--- src/rtl/reg_dump_pkg.sv ---
// rtl/reg_dump_pkg.sv - shared widths and FSM state encoding for the register dump block
package reg_dump_pkg;

  localparam int DEF_N = 16;
  localparam int DEF_M = 4;
  localparam int DEF_O = 16;

  typedef logic [2:0] state_t;

  localparam state_t S_IDLE = 3'd0;
  localparam state_t S_READ = 3'd1;
  localparam state_t S_SEND = 3'd2;
  localparam state_t S_SUM  = 3'd3;
  localparam state_t S_DONE = 3'd4;

endpackage

--- src/rtl/reg_dump_if.sv ---
// rtl/reg_dump_if.sv - dump output stream (data, address, last) with valid/ready
interface reg_dump_if
  import reg_dump_pkg::*;
#(
  parameter int N = DEF_N,
  parameter int M = DEF_M
) ();

  logic [N-1:0] outData;
  logic [M-1:0] outAddr;
  logic         outValid;
  logic         outReady;
  logic         outLast;

  modport master (output outData, outAddr, outValid, outLast, input outReady);
  modport slave  (input outData, outAddr, outValid, outLast, output outReady);

endinterface

--- src/rtl/reg_dump_addr_ctr.sv ---
// rtl/reg_dump_addr_ctr.sv - modulo-O dump address counter with range load and last-address compare
module reg_dump_addr_ctr
  import reg_dump_pkg::*;
#(
  parameter int M = DEF_M,
  parameter int O = DEF_O
) (
  input  logic         clk,
  input  logic         rst,
  input  logic         load,
  input  logic         inc,
  input  logic [M-1:0] loadFirst,
  input  logic [M-1:0] loadLast,
  output logic [M-1:0] cur,
  output logic         atLast
);

  localparam logic [M-1:0] TOP = M'(O - 1);

  logic [M-1:0] last;

  always_ff @(posedge clk) begin
    if (rst) begin
      cur  <= '0;
      last <= '0;
    end else if (load) begin
      cur  <= loadFirst;
      last <= loadLast;
    end else if (inc) begin
      cur <= (cur == TOP) ? '0 : cur + M'(1);
    end
  end

  assign atLast = (cur == last);

endmodule

--- src/rtl/reg_dump.sv ---
// rtl/reg_dump.sv - walks a register range through the regfile read port and streams each word out
// Optional trailing checksum word: define REG_DUMP_CHECKSUM_EN.
module reg_dump
  import reg_dump_pkg::*;
#(
  parameter int N = DEF_N,
  parameter int M = DEF_M,
  parameter int O = DEF_O
) (
  input  logic           clk,
  input  logic           rst,
  input  logic           start,
  input  logic [M-1:0]   firstAddr,
  input  logic [M-1:0]   lastAddr,
  output logic [M-1:0]   rdAddr,
  input  logic [N-1:0]   rdData,
  reg_dump_if.master     dump,
  output logic           busy,
  output logic           done
);

  localparam logic [M:0] LIM = (M + 1)'(O);

  state_t       state, nxt;
  logic [M-1:0] cur;
  logic         atLast, accept, hs, ctrLoad, ctrInc;

  assign accept = start && ({1'b0, firstAddr} < LIM) && ({1'b0, lastAddr} < LIM);
  assign hs     = dump.outValid && dump.outReady;
  assign rdAddr = cur;

  reg_dump_addr_ctr #(.M(M), .O(O)) u_ctr (
    .clk       (clk),
    .rst       (rst),
    .load      (ctrLoad),
    .inc       (ctrInc),
    .loadFirst (firstAddr),
    .loadLast  (lastAddr),
    .cur       (cur),
    .atLast    (atLast)
  );

  always_ff @(posedge clk) begin
    if (rst) state <= S_IDLE;
    else     state <= nxt;
  end

  always_comb begin
    nxt = state;
    case (state)
      S_IDLE: if (accept) nxt = S_READ;
      S_READ: nxt = S_SEND;
      S_SEND: begin
        if (hs) begin
`ifdef REG_DUMP_CHECKSUM_EN
          nxt = atLast ? S_SUM : S_READ;
`else
          nxt = atLast ? S_DONE : S_READ;
`endif
        end
      end
`ifdef REG_DUMP_CHECKSUM_EN
      S_SUM:  if (hs) nxt = S_DONE;
`endif
      S_DONE: nxt = S_IDLE;
      default: nxt = S_IDLE;
    endcase
  end

  always_comb begin
    dump.outValid = (state == S_SEND) || (state == S_SUM);
    busy          = (state != S_IDLE);
    done          = (state == S_DONE);
    ctrLoad       = (state == S_IDLE) && accept;
    ctrInc        = (state == S_SEND) && hs && !atLast;
  end

`ifdef REG_DUMP_CHECKSUM_EN
  logic [N-1:0] sum;

  // Sum includes the word captured in READ, so it is complete by the last handshake.
  always_ff @(posedge clk) begin
    if (rst)                  sum <= '0;
    else if (ctrLoad)         sum <= '0;
    else if (state == S_READ) sum <= sum + rdData;
  end
`endif

  // Output word is a snapshot taken in READ and held through any backpressure.
  always_ff @(posedge clk) begin
    if (rst) begin
      dump.outData <= '0;
      dump.outAddr <= '0;
      dump.outLast <= 1'b0;
    end else if (state == S_READ) begin
      dump.outData <= rdData;
      dump.outAddr <= cur;
`ifdef REG_DUMP_CHECKSUM_EN
      dump.outLast <= 1'b0;
`else
      dump.outLast <= atLast;
`endif
    end
`ifdef REG_DUMP_CHECKSUM_EN
    else if ((state == S_SEND) && hs && atLast) begin
      dump.outData <= sum;
      dump.outAddr <= '0;
      dump.outLast <= 1'b1;
    end
`endif
  end

endmodule

--- src/flat_wrapper.sv ---
// flat-port wrapper written by rule: the top's interface ports become plain ports
module reg_dump_flat import reg_dump_pkg::*;
#(
  parameter int N = DEF_N,
  parameter int M = DEF_M,
  parameter int O = DEF_O
)
  (clk, rst, start, firstAddr, lastAddr, rdAddr, rdData, busy, done, dump_outData, dump_outAddr, dump_outValid, dump_outLast, dump_outReady);
  reg_dump_if #(.N(N), .M(M)) dump_i ();
  input  logic clk;
  input  logic rst;
  input  logic start;
  input  logic [M-1:0] firstAddr;
  input  logic [M-1:0] lastAddr;
  output logic [M-1:0] rdAddr;
  input  logic [N-1:0] rdData;
  output logic busy;
  output logic done;
  output wire logic [$bits(dump_i.outData)-1:0] dump_outData;
  output wire logic [$bits(dump_i.outAddr)-1:0] dump_outAddr;
  output wire logic [$bits(dump_i.outValid)-1:0] dump_outValid;
  output wire logic [$bits(dump_i.outLast)-1:0] dump_outLast;
  input wire logic [$bits(dump_i.outReady)-1:0] dump_outReady;
  assign dump_outData = dump_i.outData;
  assign dump_outAddr = dump_i.outAddr;
  assign dump_outValid = dump_i.outValid;
  assign dump_outLast = dump_i.outLast;
  assign dump_i.outReady = dump_outReady;
  reg_dump #(.N(N), .M(M), .O(O)) u_core (.clk(clk), .rst(rst), .start(start), .firstAddr(firstAddr), .lastAddr(lastAddr), .rdAddr(rdAddr), .rdData(rdData), .dump(dump_i), .busy(busy), .done(done));
endmodule
--- config.mk ---
export PLATFORM = sky130hd
export DESIGN_NAME = reg_dump_flat
export DESIGN_NICKNAME = d
export VERILOG_FILES = /design/src/rtl/reg_dump_pkg.sv /design/src/rtl/reg_dump_if.sv /design/src/rtl/reg_dump_addr_ctr.sv /design/src/rtl/reg_dump.sv /design/src/flat_wrapper.sv
export SDC_FILE = /design/constraint.sdc
export NUM_CORES = 1
export LEC_CHECK = 0
export BUFFER_PORTS_ARGS = -buffer_cell sky130_fd_sc_hd__buf_2
export CORE_UTILIZATION = 35
export CTS_CLUSTER_DIAMETER = 80
export CTS_CLUSTER_SIZE = 30
export DETAILED_ROUTE_END_ITERATION = 10
export GPL_TIMING_DRIVEN = 1
export HOLD_SLACK_MARGIN = 0.06
export PLACE_DENSITY = 0.72
export SKIP_LAST_GASP = 1
export SLEW_MARGIN = 0
export SYNTH_ARGS = -nofsm -noshare
export SYNTH_HDL_FRONTEND = slang
export SYNTH_SLANG_ARGS = --single-unit
--- constraint.sdc ---
create_clock -name clk -period 1.5 [get_ports clk]
set_input_delay 0.15 -clock clk [delete_from_list [all_inputs] [get_ports clk]]
set_output_delay 0.15 -clock clk [all_outputs]
set_load 0.005 [all_outputs]
# Word level (Yosys, flattened, before mapping)
# Index checks and enable logic that the tools add are counted.
dict set report totals {
  ff_bits 32
  inputBits 28
  out_inout_bits 28
  wordCells 32
}
dict set report op_classes {
  add_sub_neg 1
  n_eq_ne 8
  n_mux 7
  reduce_logical 10
}
# op n
set op_table {}
lappend op_table {{4-bit 2-to-1 mux} 3}
lappend op_table {{3-bit 2-to-1 mux} 3}
lappend op_table {{3-bit one-hot mux with 3 select lines} 1}
lappend op_table {{3-bit by 2-bit == test with 1-bit output, second input constant} 2}
lappend op_table {{4-bit by 1-bit adder with 4-bit output, second input constant} 1}
lappend op_table {{4-bit == test} 1}
lappend op_table {{4-bit == test, second input constant} 1}
lappend op_table {{1-bit logical AND} 4}
lappend op_table {{3-bit by 1-bit == test with 1-bit output, second input constant} 1}
lappend op_table {{3-bit == test, second input constant} 1}
lappend op_table {{3-bit zero test} 1}
lappend op_table {{3-bit nonzero test} 1}
lappend op_table {{2-bit by 1-bit inequality test with 1-bit output, second input constant} 1}
lappend op_table {{2-bit inequality test, second input constant} 1}
lappend op_table {{2-bit AND reduction} 1}
lappend op_table {{2-bit nonzero test} 1}
lappend op_table {{1-bit zero test} 1}
lappend op_table {{1-bit logical OR} 1}

# Depth between registers and ports, before layout
dict set report logic_depth {
  depth_word 7
  depth_mapped 5
  ltp_nobuf 4
}

# Cells and area by module
# A second synthesis with hierarchy kept.
dict set report unflattened {
  cells_unflattened 155
  area_unflattened_um2 1526.5
}
# mod instances cells_per_inst area_per_inst_um2 seq_area_each_um2
set by_module_without_submodules {}
lappend by_module_without_submodules {reg_dump 1 109 1106.1 480.5}
lappend by_module_without_submodules {reg_dump_addr_ctr 1 46 420.4 160.2}

# Worst setup path before layout
# Ideal clock, no wire load.
dict set report synth_timing {
  path_type {register -> register}
  startpoint {register u_core.state[1]}
  endpoint {register u_core.u_ctr.cur[3]}
  setup_time_ns 0.132
  arrival_time_ns 1.278
  required_time_ns 1.368
  slack_ns 0.090
  path_stages_with_launch 6
  n_path_buf 1
  period_less_slack_ns 1.410
  path_cell_list {dfxtp_1 or4b_1 buf_2 nand2_1 a2bb2oi_1 a21oi_1}
}
dict set report synth_via {
  elab_chain_len 6
  word_cells_on_any_way 10
  classes_between {eq/ne: 2; mux: 1; reduce/logical: 7}
}
# item line_no
set synth_rtl {}
lappend synth_rtl {{start, declared} reg_dump.sv:24} ;# state_t state, nxt;
lappend synth_rtl {{start signal, assigned} reg_dump.sv:45} ;# else state <= nxt;
lappend synth_rtl {{3-bit by 2-bit == test with 1-bit output, on equally long branches} {reg_dump.sv:71, reg_dump.sv:75}}
lappend synth_rtl {{1-bit logical OR} reg_dump.sv:71} ;# dump.outValid = (state == S_SEND) || (state == S_SUM);
lappend synth_rtl {{1-bit logical AND} reg_dump.sv:29} ;# assign hs = dump.outValid && dump.outReady;
lappend synth_rtl {{1-bit logical AND (2 in series)} reg_dump.sv:75} ;# ctrInc = (state == S_SEND) && hs && !atLast;
lappend synth_rtl {{2-bit nonzero test (no source line)} n/a}
lappend synth_rtl {{end signal, assigned} reg_dump_addr_ctr.sv:27} ;# cur <= loadFirst;
lappend synth_rtl {{end signal, assigned} reg_dump_addr_ctr.sv:30} ;# cur <= (cur == TOP) ? '0 : cur + M'(1);
lappend synth_rtl {{end, declared} reg_dump_addr_ctr.sv:14} ;# output logic [M-1:0] cur,
# Several ways; a longest one is shown, not always the timed one.
# A chain may end at the register's enable or synchronous reset.

# Worst setup path after layout
dict set report layout_timing {
  startpoint {register u_core.state[2]}
  endpoint {register u_core.u_ctr.cur[0]}
}
# The elaborated chain is that of the path after synthesis.

==> reports/qor_table.md <==
| Stage | Metric | Reported |
|:---|:---|:---|
| place | Number of placed cells counting well taps | 262 |
| floorplan | Starting Density | 37.7% |
| place | Hpwl dp | 2.14 mm |
| yosys | Syn avg cell area | 8.23 sq um |
| place | Quantity of I/O buffers inserted on ports | 55 |
| timing | Final clock period utilization by the worst path | 93.3% |
| final layout | # fillers | 344 |
| timing | Remaining max-slew budget at the tightest pin | 60.8% |
| drt | Residual antenna-violating net count after detailed routing | 0 |
| worst setup path | CP required | 1.64 ns |
| yosys | Flops & latches, synth | 32 |
| yosys | Share of flip-flops with an asynchronous set or reset after synthesis | 0% |
| global route | Largest net degree at the start of global routing | 33 |
| drt | Via density per instance | 4.81 |
| final layout | Combined area of the multi-input logic cells | 679 sq um |
| drt | Vias post-DR | 1299 |
| worst setup path | Cells traversed along the worst timing path | or4b_4 -> buf_4 -> nand2_1 -> a311oi_1 |
| floorplan | Std-Cell Rows | 21 |
| clock tree | Bufs on Longest Clock Path | 2 |
| flow run | MaxCap Viol Count | 0 |
| pwr | Power density over the cells | 1150 mW/mm^2 |
| timing | Final number of hold-violating endpoints | 0 |
| place | Placer Congestion | 0.708 |
| yosys | Synth unique cells | 29 |
| yosys | Number of warnings issued by yosys | 0 |
| worst hold path | Classification of the worst-slack hold path | in -> reg |
| timing | Number of setup violations in the final report | 0 |
| timing | Maximum clock frequency | 715 MHz |
| timing | Post-Route Hold Slack | 0.101 ns |
| yosys | Most instantiated flip-flop cell in the synthesis netlist | sky130_fd_sc_hd__dfxtp_1 |
| worst setup path | Worst endpoint data arrival time | 1.54 ns |
| yosys | Number of synthesized flops with an enable pin | 0 |
| pwr | Post-layout power | 2.14 mW |
| global route | Global route overflow | 0 |
| worst setup path | Critical-path cell with the highest stage delay | sky130_fd_sc_hd__or4b_4 |
| worst setup path | Number of buffer and inverter instances along the worst setup path | 1 |
| global route | Global-route usage over all layers | 17.2% |
| status | Outcome | complete, no violations |
| global route | Initial antenna violation count | 0 |
| final layout | Number of nets in the layout | 252 |
| worst setup path | Type of the worst setup path | reg -> reg |
| drt | Number of DRC violations after detailed-routing iteration 0 | 81 |
| clock tree | Root buffer selected by CTS | sky130_fd_sc_hd__clkbuf_8 |
| timing | Max-slew violation count | 0 |
| yosys | Netlist area before placement | 0.00131 sq mm |
| yosys | Synth Net Count | 188 |
| worst setup path | Largest incremental delay on the critical path | 0.56 ns |
| worst setup path | Largest fanout on the critical path | 7 |
| floorplan | I/O Pins | 56 |
| worst setup path | Startpoint type of the worst setup path | register |
| timing | Final critical path time including I/O delays and setup | 1.40 ns |
| global route | Global-route wire length before repair | 5.18 mm |
| place | Cell area after placement | 0.00170 sq mm |
| floorplan | Vertical extent of the die | 63.2 um |
| floorplan | Core region area | 0.00347 sq mm |
| clock tree | Clock latency on the worst-skew pair | 0.28 ns |
| clock tree | Clock buffer count from CTS | 5 |
| clock tree | Clock input transition at the sequential cells of the worst setup and hold paths | 0.07 ns |
| worst setup path | Cell family with the largest share of critical-path delay | simple AND/OR/NAND/NOR gates |
| floorplan | X dimension of the die | 63.2 um |
| worst setup path | Capturing element type of the critical path | register |
| final layout | Final instance area | 0.00186 sq mm |
| drt | Number of iterations in the first detailed-routing pass | 4 |
| final layout | Share of cells above drive strength 1 | 36.6% |
| floorplan | Die area | 0.00399 sq mm |
| final layout | Register area | 641 sq um |
| yosys | Sequential cell area fraction in the yosys report | 48.9% |
| timing | Final worst clock skew | 0.00245 ns |
| final layout | Util after Layout | 53.5% |
| drt | Average detailed-routed wire length per instance | 11.7 um |
| final layout | Number of antenna repair diodes | 0 |
| yosys | Synth Instances | 159 |
| global route | Vias in the first global route | 1163 |
| worst setup path | Worst R2R Setup Slack | 0.10 ns |
| clock tree | Cts hold-fix bufs | 0 |
| final layout | Final Instance Count excl. Fillers | 270 |
| final layout | Synth-to-layout area growth | 41.8% |
| clock tree | CTS tree | yes |
| pwr | P_leak | 0.823 nW |
| drt | Number of design rule violations left after detail routing | 0 |
| drt | Routed Wire Length | 3.17 mm |
| pwr | IR Drop Worst-Case VDD | 0.000503 V |
| clock tree | Number of clock sinks | 32 |
| timing | Worst-Margin Slew | 0.588 ns |
| clock tree | Clock H-tree levels | 2 |
through the flow:
stage                     worst slack [ns]    TNS, ns
final                                0.101          0
after detailed placement            0.0660          0
after global placement              0.0754          0
after CTS                           0.0428          0
after global routing             -0.000846  -0.000846
after floorplan                     0.0899          0
worst min-delay path, stage by stage:
cell and delay (ns):
sky130_fd_sc_hd__buf_2 0.09, sky130_fd_sc_hd__nand2_1 0.04, sky130_fd_sc_hd__a21oi_1 0.05
cell families (layout without fill, tap and decap cells):
family | Yosys count | count (layout) | share of synthesized area, %
AO/OA/AOI/OAI | 35 | 35 | 16.1
XOR/XNOR | 4 | 4 | 2.68
adder cells (fa/ha/maj) | 1 | 1 | 0.956
buffers and inverters | 10 | 75 | 2.96
flip-flops | 32 | 32 | 48.9
multiplexers | 2 | 2 | 1.53
AND/OR/NAND/NOR | 75 | 75 | 26.9
cell usage after synthesis, types with 2 or more instances:
master,n,area [sq um]
sky130_fd_sc_hd__a21oi_1,27,135
sky130_fd_sc_hd__mux2i_1,2,20.0
sky130_fd_sc_hd__nor2b_1,2,12.5
sky130_fd_sc_hd__and3_1,2,12.5
sky130_fd_sc_hd__dfxtp_1,32,641
sky130_fd_sc_hd__clkbuf_1,7,26.3
sky130_fd_sc_hd__nand2_1,56,210
sky130_fd_sc_hd__nor3_1,4,20.0
sky130_fd_sc_hd__a311oi_1,2,17.5
sky130_fd_sc_hd__nor2_1,3,11.3
sky130_fd_sc_hd__xnor2_1,4,35.0
layer usage:
| metal | track usage, % | vias to the layer above | wire length, um |
|---|---|---|---|
| li1 | - | 666 | - |
| met5 | 0 | - | 0 |
| met1 | 20.0 | 589 | 1470 |
| met2 | 27.2 | 42 | 1470 |
| met4 | 7.85 | 0 | 24 |
| met3 | 7.43 | 2 | 200 |
timing repair:
item | in CTS | in global routing
resized for setup | 0 | 7
endpoints found under the setup margin | 0 | 3
setup buffers | 0 | 0
endpoints found under the hold margin | 0 | 0
flip-flops by register name, indices dropped and copies added, names as in the netlist:
signal,cells
u_core.dump.outData,16
u_core.dump.outAddr,4
u_core.u_ctr.cur,4
u_core.u_ctr.last,4
u_core.state,3
u_core.dump.outLast,1
layout make-up:
class | count | share of cell area, %
multi-input combinational | 117 | 36.6
sequential | 32 | 34.5
timing repair buffer | 65 | 19.6
clock buffer | 6 | 3.91
tap | 46 | 3.10
clock inverter | 2 | 1.89
inverter | 2 | 0.405
cells in the final DEF (no fill, tap or decap), drive strengths merged, types with 2 or more instances in the layout:
| master | instances |
|---|---|
| a311oi | 2 |
| clkbuf | 6 |
| nand2 | 56 |
| buf | 65 |
| xnor2 | 4 |
| nor2b | 2 |
| nor3 | 4 |
| a21oi | 27 |
| nor2 | 4 |
| dfxtp | 32 |
| clkinv | 2 |
| mux2i | 2 |
| and3 | 2 |
path summary, 6_finish.rpt:
kind                          startpoint                      to  cells past startpoint
setup / recovery         u_core.state[2]     u_core.u_ctr.cur[0]                      4
hold / removal                 rdData[6]  u_core.dump.outData[6]                      3
setup reg to reg         u_core.state[2]     u_core.u_ctr.cur[0]                      4
hold reg to reg   u_core.dump.outAddr[1]  u_core.dump.outAddr[1]                      2
power by group:
part	switching [mW]	total (mW)	internal (mW)
logic	0.206	0.395	0.189
clock network	0.310	0.802	0.492
registers	0.0377	0.942	0.905
total	0.554	2.14	1.59
Note: power is estimated with default switching activity, not from simulation.
